[src/rtl/dbg_inject_seq.sv]
// Override-injection sequencer for the logic-analyzer mux: arm, trigger on a probe bit,
// delay, then drive override enable/data for a programmed length; snapshots probe at trigger.
module dbg_inject_seq #(
  parameter int unsigned W     = 128,
  parameter int unsigned CNT_W = 16,
  parameter int unsigned SEL_W = 7
) (
  input  logic             clk_i,
  input  logic             rst_i,
  input  logic             cfg_arm_i,
  input  logic             cfg_abort_i,
  input  logic [W-1:0]     cfg_mask_i,
  input  logic [W-1:0]     cfg_data_i,
  input  logic [1:0]       cfg_trig_sel_i,
  input  logic [SEL_W-1:0] cfg_trig_bit_i,
  input  logic [CNT_W-1:0] cfg_delay_i,
  input  logic [CNT_W-1:0] cfg_len_i,
  input  logic [W-1:0]     probe_i,
  output logic [W-1:0]     oenb_o,
  output logic [W-1:0]     data_o,
  output logic [W-1:0]     snap_o,
  output logic             snap_valid_o,
  output logic             busy_o,
  output logic             done_o
);

  typedef enum logic [2:0] {
    S_IDLE, S_ARMED, S_DELAY, S_INJECT, S_DONE
  } state_t;

  state_t           r_state, w_state_nxt;
  logic [CNT_W-1:0] r_cnt, w_cnt_nxt;
  logic [W-1:0]     r_mask, r_data, r_oenb, r_dout, r_snap;
  logic [1:0]       r_sel;
  logic [SEL_W-1:0] r_bit, w_prev_idx;
  logic [CNT_W-1:0] r_delay, r_len;
  logic             r_prev, r_snap_valid;
  logic             w_arm_ok, w_trig, w_bit, w_bit_ok, w_prev_nxt;

  assign w_arm_ok = cfg_arm_i && !cfg_abort_i &&
                    (r_state == S_IDLE || r_state == S_DONE);

  // prev_bit follows the newly latched index from the arm cycle on, so an edge
  // in the arm cycle itself cannot be mistaken for a trigger in the first ARMED cycle.
  always_comb begin
    w_prev_idx = w_arm_ok ? cfg_trig_bit_i : r_bit;
    w_prev_nxt = 1'b0;
    if (32'(w_prev_idx) < W) w_prev_nxt = probe_i[w_prev_idx];
    w_bit_ok = (32'(r_bit) < W);
    w_bit    = 1'b0;
    if (w_bit_ok) w_bit = probe_i[r_bit];
  end

  always_comb begin
    w_trig = 1'b0;
    case (r_sel)
      2'd0: w_trig = 1'b1;
      2'd1: w_trig = w_bit_ok && w_bit && !r_prev;
      2'd2: w_trig = w_bit_ok && !w_bit && r_prev;
      2'd3: w_trig = w_bit_ok && w_bit;
      default: w_trig = 1'b0;
    endcase
  end

  always_comb begin
    w_state_nxt = r_state;
    w_cnt_nxt   = (r_cnt != '0) ? r_cnt - CNT_W'(1) : r_cnt;
    case (r_state)
      S_ARMED: begin
        if (w_trig) begin
          if (r_delay != '0) begin
            w_state_nxt = S_DELAY;
            w_cnt_nxt   = r_delay - CNT_W'(1);
          end else if (r_len != '0) begin
            w_state_nxt = S_INJECT;
            w_cnt_nxt   = r_len - CNT_W'(1);
          end else begin
            w_state_nxt = S_DONE;
          end
        end
      end
      S_DELAY: begin
        if (r_cnt == '0) begin
          if (r_len != '0) begin
            w_state_nxt = S_INJECT;
            w_cnt_nxt   = r_len - CNT_W'(1);
          end else begin
            w_state_nxt = S_DONE;
          end
        end
      end
      S_INJECT: if (r_cnt == '0) w_state_nxt = S_DONE;
      default: ;
    endcase
    if (w_arm_ok) begin
      w_state_nxt = S_ARMED;
      w_cnt_nxt   = '0;
    end
    if (cfg_abort_i) begin
      w_state_nxt = S_IDLE;
      w_cnt_nxt   = '0;
    end
  end

  // Override outputs are registered from next-state so they line up exactly with INJECT.
  always_ff @(posedge clk_i) begin
    if (rst_i) begin
      r_state      <= S_IDLE;
      r_cnt        <= '0;
      r_mask       <= '0;
      r_data       <= '0;
      r_sel        <= '0;
      r_bit        <= '0;
      r_delay      <= '0;
      r_len        <= '0;
      r_prev       <= 1'b0;
      r_oenb       <= '1;
      r_dout       <= '0;
      r_snap       <= '0;
      r_snap_valid <= 1'b0;
    end else begin
      r_state <= w_state_nxt;
      r_cnt   <= w_cnt_nxt;
      r_prev  <= w_prev_nxt;
      r_oenb  <= (w_state_nxt == S_INJECT) ? ~r_mask : '1;
      r_dout  <= (w_state_nxt == S_INJECT) ? (r_data & r_mask) : '0;
      if (w_arm_ok) begin
        r_mask       <= cfg_mask_i;
        r_data       <= cfg_data_i;
        r_sel        <= cfg_trig_sel_i;
        r_bit        <= cfg_trig_bit_i;
        r_delay      <= cfg_delay_i;
        r_len        <= cfg_len_i;
        r_snap_valid <= 1'b0;
      end
      if (r_state == S_ARMED && w_trig && !cfg_abort_i) begin
        r_snap       <= probe_i;
        r_snap_valid <= 1'b1;
      end
    end
  end

  always_comb begin
    oenb_o       = r_oenb;
    data_o       = r_dout;
    snap_o       = r_snap;
    snap_valid_o = r_snap_valid;
    busy_o       = (r_state == S_ARMED) || (r_state == S_DELAY) || (r_state == S_INJECT);
    done_o       = (r_state == S_DONE);
  end

endmodule

[config.mk]
export PLATFORM = sky130hd
export DESIGN_NAME = dbg_inject_seq
export DESIGN_NICKNAME = d
export VERILOG_FILES = /design/src/rtl/dbg_inject_seq.sv
export SDC_FILE = /design/constraint.sdc
export NUM_CORES = 1
export LEC_CHECK = 0
export CELL_PAD_IN_SITES_DETAIL_PLACEMENT = 2
export CELL_PAD_IN_SITES_GLOBAL_PLACEMENT = 2
export CORE_ASPECT_RATIO = 0.8
export CORE_UTILIZATION = 27
export DETAILED_ROUTE_END_ITERATION = 16
export PLACE_DENSITY_LB_ADDON = 0.1
export SLEW_MARGIN = 20
export SYNTH_ARGS = -nofsm -noshare
export SYNTH_HDL_FRONTEND = slang
export SYNTH_SLANG_ARGS = --single-unit
[constraint.sdc]
create_clock -name clk_i -period 4.1 [get_ports clk_i]
set_input_delay 0.615 -clock clk_i [delete_from_list [all_inputs] [get_ports clk_i]]
set_output_delay 0.615 -clock clk_i [all_outputs]
set_load 0.02 [all_outputs]
==> flow_summary.ini, run 1 <==
[logic_synthesis]
synth_top_family_by_area = simple AND/OR/NAND/NOR gates
yosys.area_share.simple = 0.244
ys_dominant_reg_cell = dfxtp_1
syn-num-nets = 3524
yosysSeqAreaShare = 0.514
synth_xor_area_frac = 0.00993
syn_inst = 3092
yosys-top-cells-count = 702 x dfxtp_1, 697 x nand2_1, 335 x a21oi_1
yosysTopAreaCellShare = 0.514
synth_adder_area_share = 0.00137
async_flop_share = 0
yosysUniqueCellTypes = 69
synth.area.top_cells = dfxtp_1 51%, nand2_1 9.6%, mux2i_1 6.6%
syn_area_um2 = 27300
synth_compound_area_frac = 0.0956
synth.avg_cell_area_um2 = 8.84
synth_edf_count = 0
muxShareOfSynthArea = 0.0918
synth_most_common_cell = dfxtp_1
ys_ff_latch = 702
synth_top_area_cell = dfxtp_1
ys_warn_count = 0

[status]
status = complete, no violations

[sta]
clock-skew-final_ns = 0.0245
whs_ns = 0.412
maxSlewViolCount = 0
rsz0062_at_grt = false
max_slew.worst_pin.slew_ns = 1.04
setup_viol = 0
min_period_ns = 3.97
fmax_mhz = 252
period_share = 0.969
finalHoldViolations = 0
relSlewSlack = 0.301
fin_tns_setup_ns = 0

[global_route]
grt_pass1_wl_mm = 199
grt_overflow = 0
grt_max_degree = 219
grt_pass1_vias = 29728
antenna_found_initial = 34
grtUsageTotal = 0.259

[drt]
vias_per_cell = 5.05
drt_pass1_iterations = 5
routedWlPerCell_um = 25.8
num_vias = 26794
wirelength_mm = 137
drt_iter0_markers = 1275
drc = 0
drt.antenna.violating_nets = 0

[floorplanning]
die-area_um2 = 103000
fp.dieH_um = 287
die_w_um = 358
initial_core_util = 0.272
ios = 816
core-area_um2 = 100000
rows = 104

[power_and_ir_drop]
power_frac_seq = 0.393
peakVddDrop_v = 0.000269
p_switching_w = 0.00560
clkPwrFrac = 0.397
power.leakage_nw = 14.0
p_per_area_nw_per_um2 = 456
swShare = 0.304
pwr-share-comb = 0.210
p_int_w = 0.0128

[cts]
cts_tree = yes
clk_latency_ns = 0.64
clkSinkCount = 702
numCtsBuffers = 80
clockBufferDepth = 3
cts_setup_buffers = 0
cts-root-buf = clkbuf_16
h-tree-depth = 3
clk_pin_slew_ns = 0.06

[job]
maxCapViolations = 0

[critical_path]
required_ns = 4.57
worst_ep_arrival_time_ns = 4.45
path_cells = buf_12, nor2b_1, buf_4, a22o_1, a211oi_1, a31oi_1, a311oi_2, buf_4, o41a_1, a21oi_2, a2111o_2, inv_4, buf_4, nand4_1
worstPathMaxFanout = 17
crit_top_cell = buf_4
crit_path_max_incr_delay_ns = 0.52
cp_slowest_cell = a2111o_2
end_kind = register
startpoint_type = register
path_class = reg2reg
cpLargestDelayFamily = compound AO/OA/AOI/OAI gates
critPathBufInv = 5

[placed_design]
routabilityCongestion = 0.891
post-dp-hpwl_mm = 100
io_buffer_count = 815
place_inst = 5153

[final_layout]
layout.nets = 4343
drive_above_1_share = 0.109
area_growth_pct = 47.9
stdcell_count = 5311

[hold_path]
min_path_type = reg2reg
==> registers in the layout (all words and copies together), names as in the netlist <==
signal and flops:
data_o 128, oenb_o 128, r_bit 7, r_cnt 16
r_data 128, r_delay 16, r_len 16, r_mask 128
r_prev 1, r_sel 2, r_state 3, snap_o 128
snap_valid_o 1
==> area by class of cell <==
| cell class | instances | area (um2) |
|---|---|---|
| Sequential cell | 702 | 14100 |
| Tap cell | 1325 | 1660 |
| Inverter | 13 | 51.3 |
| Clock inverter | 22 | 275 |
| Timing Repair Buffer | 987 | 9840 |
| Clock buffer | 118 | 2350 |
| Antenna cell | 17 | 42.5 |
| Fill cell | 10930 | 60000 |
| Multi-Input combinational cell | 2127 | 12200 |
==> path summary, 6_finish.rpt <==
check | start | to | slack, ns | cells past startpoint
setup reg to reg | r_bit[3] | oenb_o[88] | 0.13 | 14
hold reg to reg | r_mask[119] | oenb_o[119] | 0.41 | 1
hold / removal | r_mask[119] | oenb_o[119] | 0.41 | 1
setup / recovery | r_bit[3] | oenb_o[88] | 0.13 | 14
==> routing by layer <==
metal  vias to the layer above  track usage  share of wire
li1                      12335            -              -
met3                       238       0.0607          0.057
met5                         -            0         0.0013
met1                     13535        0.309           0.41
met2                       656        0.447           0.50
met4                        30        0.100          0.038
==> per-stage QoR <==
stage | util | worst slack (ns) | power, W | cell area (um2)
finish | 0.403 | 0.126 | 0.0184 | 40400
global route | 0.403 | 0.0385 | 0.0192 | 40400
CTS | 0.402 | 0.0370 | 0.0186 | 40400
detailed placement | 0.376 | -0.344 | 0.0112 | 37700
global placement | 0.376 | -0.306 | 0.0110 | 37700
floorplan | - | 0.763 | 0.00957 | 27300
==> cells in the final DEF (no fill, tap or decap), types with 83 or more instances in the layout <==
cell             instances
dfxtp_1                700
nand4_1                133
buf_4                  142
mux2i_1                180
nand3_1                152
nor2_1                 208
a21oi_1                335
clkdlybuf4s50_1        814
nor3_2                  83
nand2_1                696
==> worst reg2reg max path, cell delays in order, from the launching register on <==
cell and delay, ns:
dfxtp_2 0.41, buf_12 0.21, nor2b_1 0.16, buf_4 0.18, a22o_1 0.20, a211oi_1 0.45, a31oi_1 0.12, a311oi_2 0.42
buf_4 0.20, o41a_1 0.25, a21oi_2 0.07, a2111o_2 0.52, inv_4 0.20, buf_4 0.28, nand4_1 0.15
==> power by group through the flow <==
stage	Combinational (W)	Clock, W	Sequential, W
2_1_floorplan	0.00223	0	0.00734
3_3_place_gp	0.00366	0	0.00738
3_5_place_dp	0.00384	0	0.00740
4_1_cts	0.00387	0.00751	0.00725
5_1_grt	0.00419	0.00775	0.00727
6_report	0.00387	0.00731	0.00725
==> timing repair <==
action | 4_1_cts | 5_1_grt
hold endpoints to repair | 0 | 0
endpoints found under the setup margin | 95 | 213
gates resized for setup | 1 | 2
pin swaps | 0 | 0
hold buffers | 0 | 0
==> cell families after synthesis <==
kind of cell    count (synthesis)
simple gates                 1415
flops                         702
compound gates                462
buf+inv                       263
mux                           216
xor+xnor                       31
fa+ha+maj                       3
Note: power is estimated with default switching activity, not from simulation.
==> inputs of run 2 (changes only) <==
--- a/config.mk
+++ b/config.mk
@@ -9,6 +9,7 @@
 export CELL_PAD_IN_SITES_GLOBAL_PLACEMENT = 2
 export CORE_ASPECT_RATIO = 0.8
 export CORE_UTILIZATION = 27
+export CTS_CLUSTER_SIZE = 40
 export DETAILED_ROUTE_END_ITERATION = 16
 export PLACE_DENSITY_LB_ADDON = 0.1
 export SLEW_MARGIN = 20
==> flow_summary.ini, run 2 (synthesized netlist as in run 1, its figures left out) <==
[sta]
fmax_mhz = 251
finalHoldViolations = 0
max_slew.worst_pin.slew_ns = 1.05
setup_viol = 0
maxSlewViolCount = 0
period_share = 0.970
clock-skew-final_ns = 0.0450
relSlewSlack = 0.298
min_period_ns = 3.98
whs_ns = 0.412
rsz0062_at_grt = false

[drt]
num_vias = 26748
drt_iter0_markers = 1166
drt.antenna.violating_nets = 0
wirelength_mm = 137
routedWlPerCell_um = 25.7
drc = 0
vias_per_cell = 5.03
drt_pass1_iterations = 5

[final_layout]
fill_cells = 10929
post-route-util = 0.403
area_growth_pct = 47.9
layout.area.seq_um2 = 14100
layout.nets = 4343
fin_area_um2 = 40400
multi_input_area_um2 = 12200
final_cell_mix = 814 x clkdlybuf4s50_1, 700 x dfxtp_1, 696 x nand2_1
drive_above_1_share = 0.108
final_common_cell = clkdlybuf4s50_1
stdcell_count = 5313

[cts]
clk_pin_slew_ns = 0.06
numCtsBuffers = 80
cts_tree = yes
clkSinkCount = 702
cts-root-buf = clkbuf_16
clk_latency_ns = 0.66
ctsHoldBuffers = 0
h-tree-depth = 3
clockBufferDepth = 3
cts_setup_buffers = 0

[job]
maxCapViolations = 0

[global_route]
grtUsageTotal = 0.258
antenna_found_initial = 38
gr-usage-met2 = 0.446
grt_pass1_vias = 29628
grt_pass1_wl_mm = 199
gr-usage-met1 = 0.308
grt_overflow = 0
grt_max_degree = 219
met3_usage = 0.0602
gr-max-usage-layer = met2

[hold_path]
min_path_type = reg2reg

[placed_design]
io_buffer_count = 815
post-dp-hpwl_mm = 100
placed_cell_area_um2 = 37700
routabilityCongestion = 0.891
place_inst = 5153

[floorplanning]
rows = 104
die-area_um2 = 103000
ios = 816
fp.dieH_um = 287
initial_core_util = 0.272
die_w_um = 358
core-area_um2 = 100000

[critical_path]
worst_ep_arrival_time_ns = 4.45
cpLargestDelayFamily = compound AO/OA/AOI/OAI gates
startpoint_type = register
end_kind = register
required_ns = 4.58
critPathBufInv = 5
crit_path_max_incr_delay_ns = 0.52
crit_top_cell = buf_4
cp_slowest_cell = dfxtp_1
worstPathMaxFanout = 11
path_cells = buf_4, inv_2, nor2_2, a22oi_1, a31oi_1, a311oi_2, buf_4, o41a_1, a2111oi_4, buf_12, buf_4, mux2i_1, nor2_1
path_class = reg2reg

[status]
status = complete, no violations

[power_and_ir_drop]
p_per_area_nw_per_um2 = 456
peakVddDrop_v = 0.000269
power.leakage_nw = 14.0
-- run 2: changes by cell type in the layout (fill, tap and decap cells not counted), sizes merged --
cell | previous run | this run
bufinv | 4 | 5
inv | 17 | 16
diode | 17 | 20
clkinv | 13 | 14
clkbuf | 118 | 116
-- run 2: area by class of cell --
cell class / count / area share
antenna: 20 / 0.00124
clock buffer: 116 / 0.0570
clock inverter: 23 / 0.00780
inverter: 13 / 0.00127
multi-input combinational: 2127 / 0.301
sequential: 702 / 0.348
tap: 1325 / 0.0410
timing repair buffer: 987 / 0.243
-- run 2: per-stage QoR --
stage | power, W | setup slack (ns) | setup TNS (ns)
after floorplan | 0.00957 | 0.763 | 0
after global placement | 0.0110 | -0.306 | -68.95
after detailed placement | 0.0112 | -0.344 | -78.58
after CTS | 0.0186 | 0.0471 | 0
after global routing | 0.0192 | 0.00420 | 0
final | 0.0184 | 0.123 | 0
-- run 2: worst paths after layout --
check / from / end / slack (ns) / cells after the start
max: r_bit[0] / snap_o[111] / 0.12 / 13
min reg2reg: r_mask[119] / oenb_o[119] / 0.41 / 1
min: r_mask[119] / oenb_o[119] / 0.41 / 1
max reg2reg: r_bit[0] / snap_o[111] / 0.12 / 13
-- run 2: worst reg2reg max path: stages, from the launching register on --
cell       delay [ns]
dfxtp_1          0.52
buf_4            0.22
inv_2            0.09
nor2_2           0.47
a22oi_1          0.24
a31oi_1          0.26
a311oi_2         0.17
buf_4            0.18
o41a_1           0.48
a2111oi_4        0.41
buf_12           0.22
buf_4            0.24
mux2i_1          0.25
nor2_1           0.07
-- run 2: what timing repair did --
| item | CTS | global route |
|---|---|---|
| resized for setup | 1 | 1 |
| cloned | 0 | 0 |
| endpoints found under the hold margin | 0 | 0 |
| setup endpoints to repair | 79 | 180 |
| pin swaps | 0 | 0 |
-- run 2: where the power goes --
part	total, W	switching (W)	internal [W]
Clock	0.00732	0.00309	0.00423
Sequential	0.00725	0.000207	0.00704
Combinational	0.00387	0.00231	0.00157
Total	0.0184	0.00560	0.0128
-- run 2: routing by layer --
metal  vias to the layer above  share of wire
li1                      12322              -
met4                        32          0.037
met1                     13497           0.41
met2                       657           0.50
met3                       240          0.057
met5                         -         0.0015
==> inputs of run 3 (changes only) <==
--- a/config.mk
+++ b/config.mk
@@ -5,6 +5,7 @@
 export SDC_FILE = /design/constraint.sdc
 export NUM_CORES = 1
 export LEC_CHECK = 0
+export CAP_MARGIN = 15
 export CELL_PAD_IN_SITES_DETAIL_PLACEMENT = 2
 export CELL_PAD_IN_SITES_GLOBAL_PLACEMENT = 2
 export CORE_ASPECT_RATIO = 0.8
==> results of run 3 <==
Same layout as run 2: the final DEF is identical, and so are final timing and power.
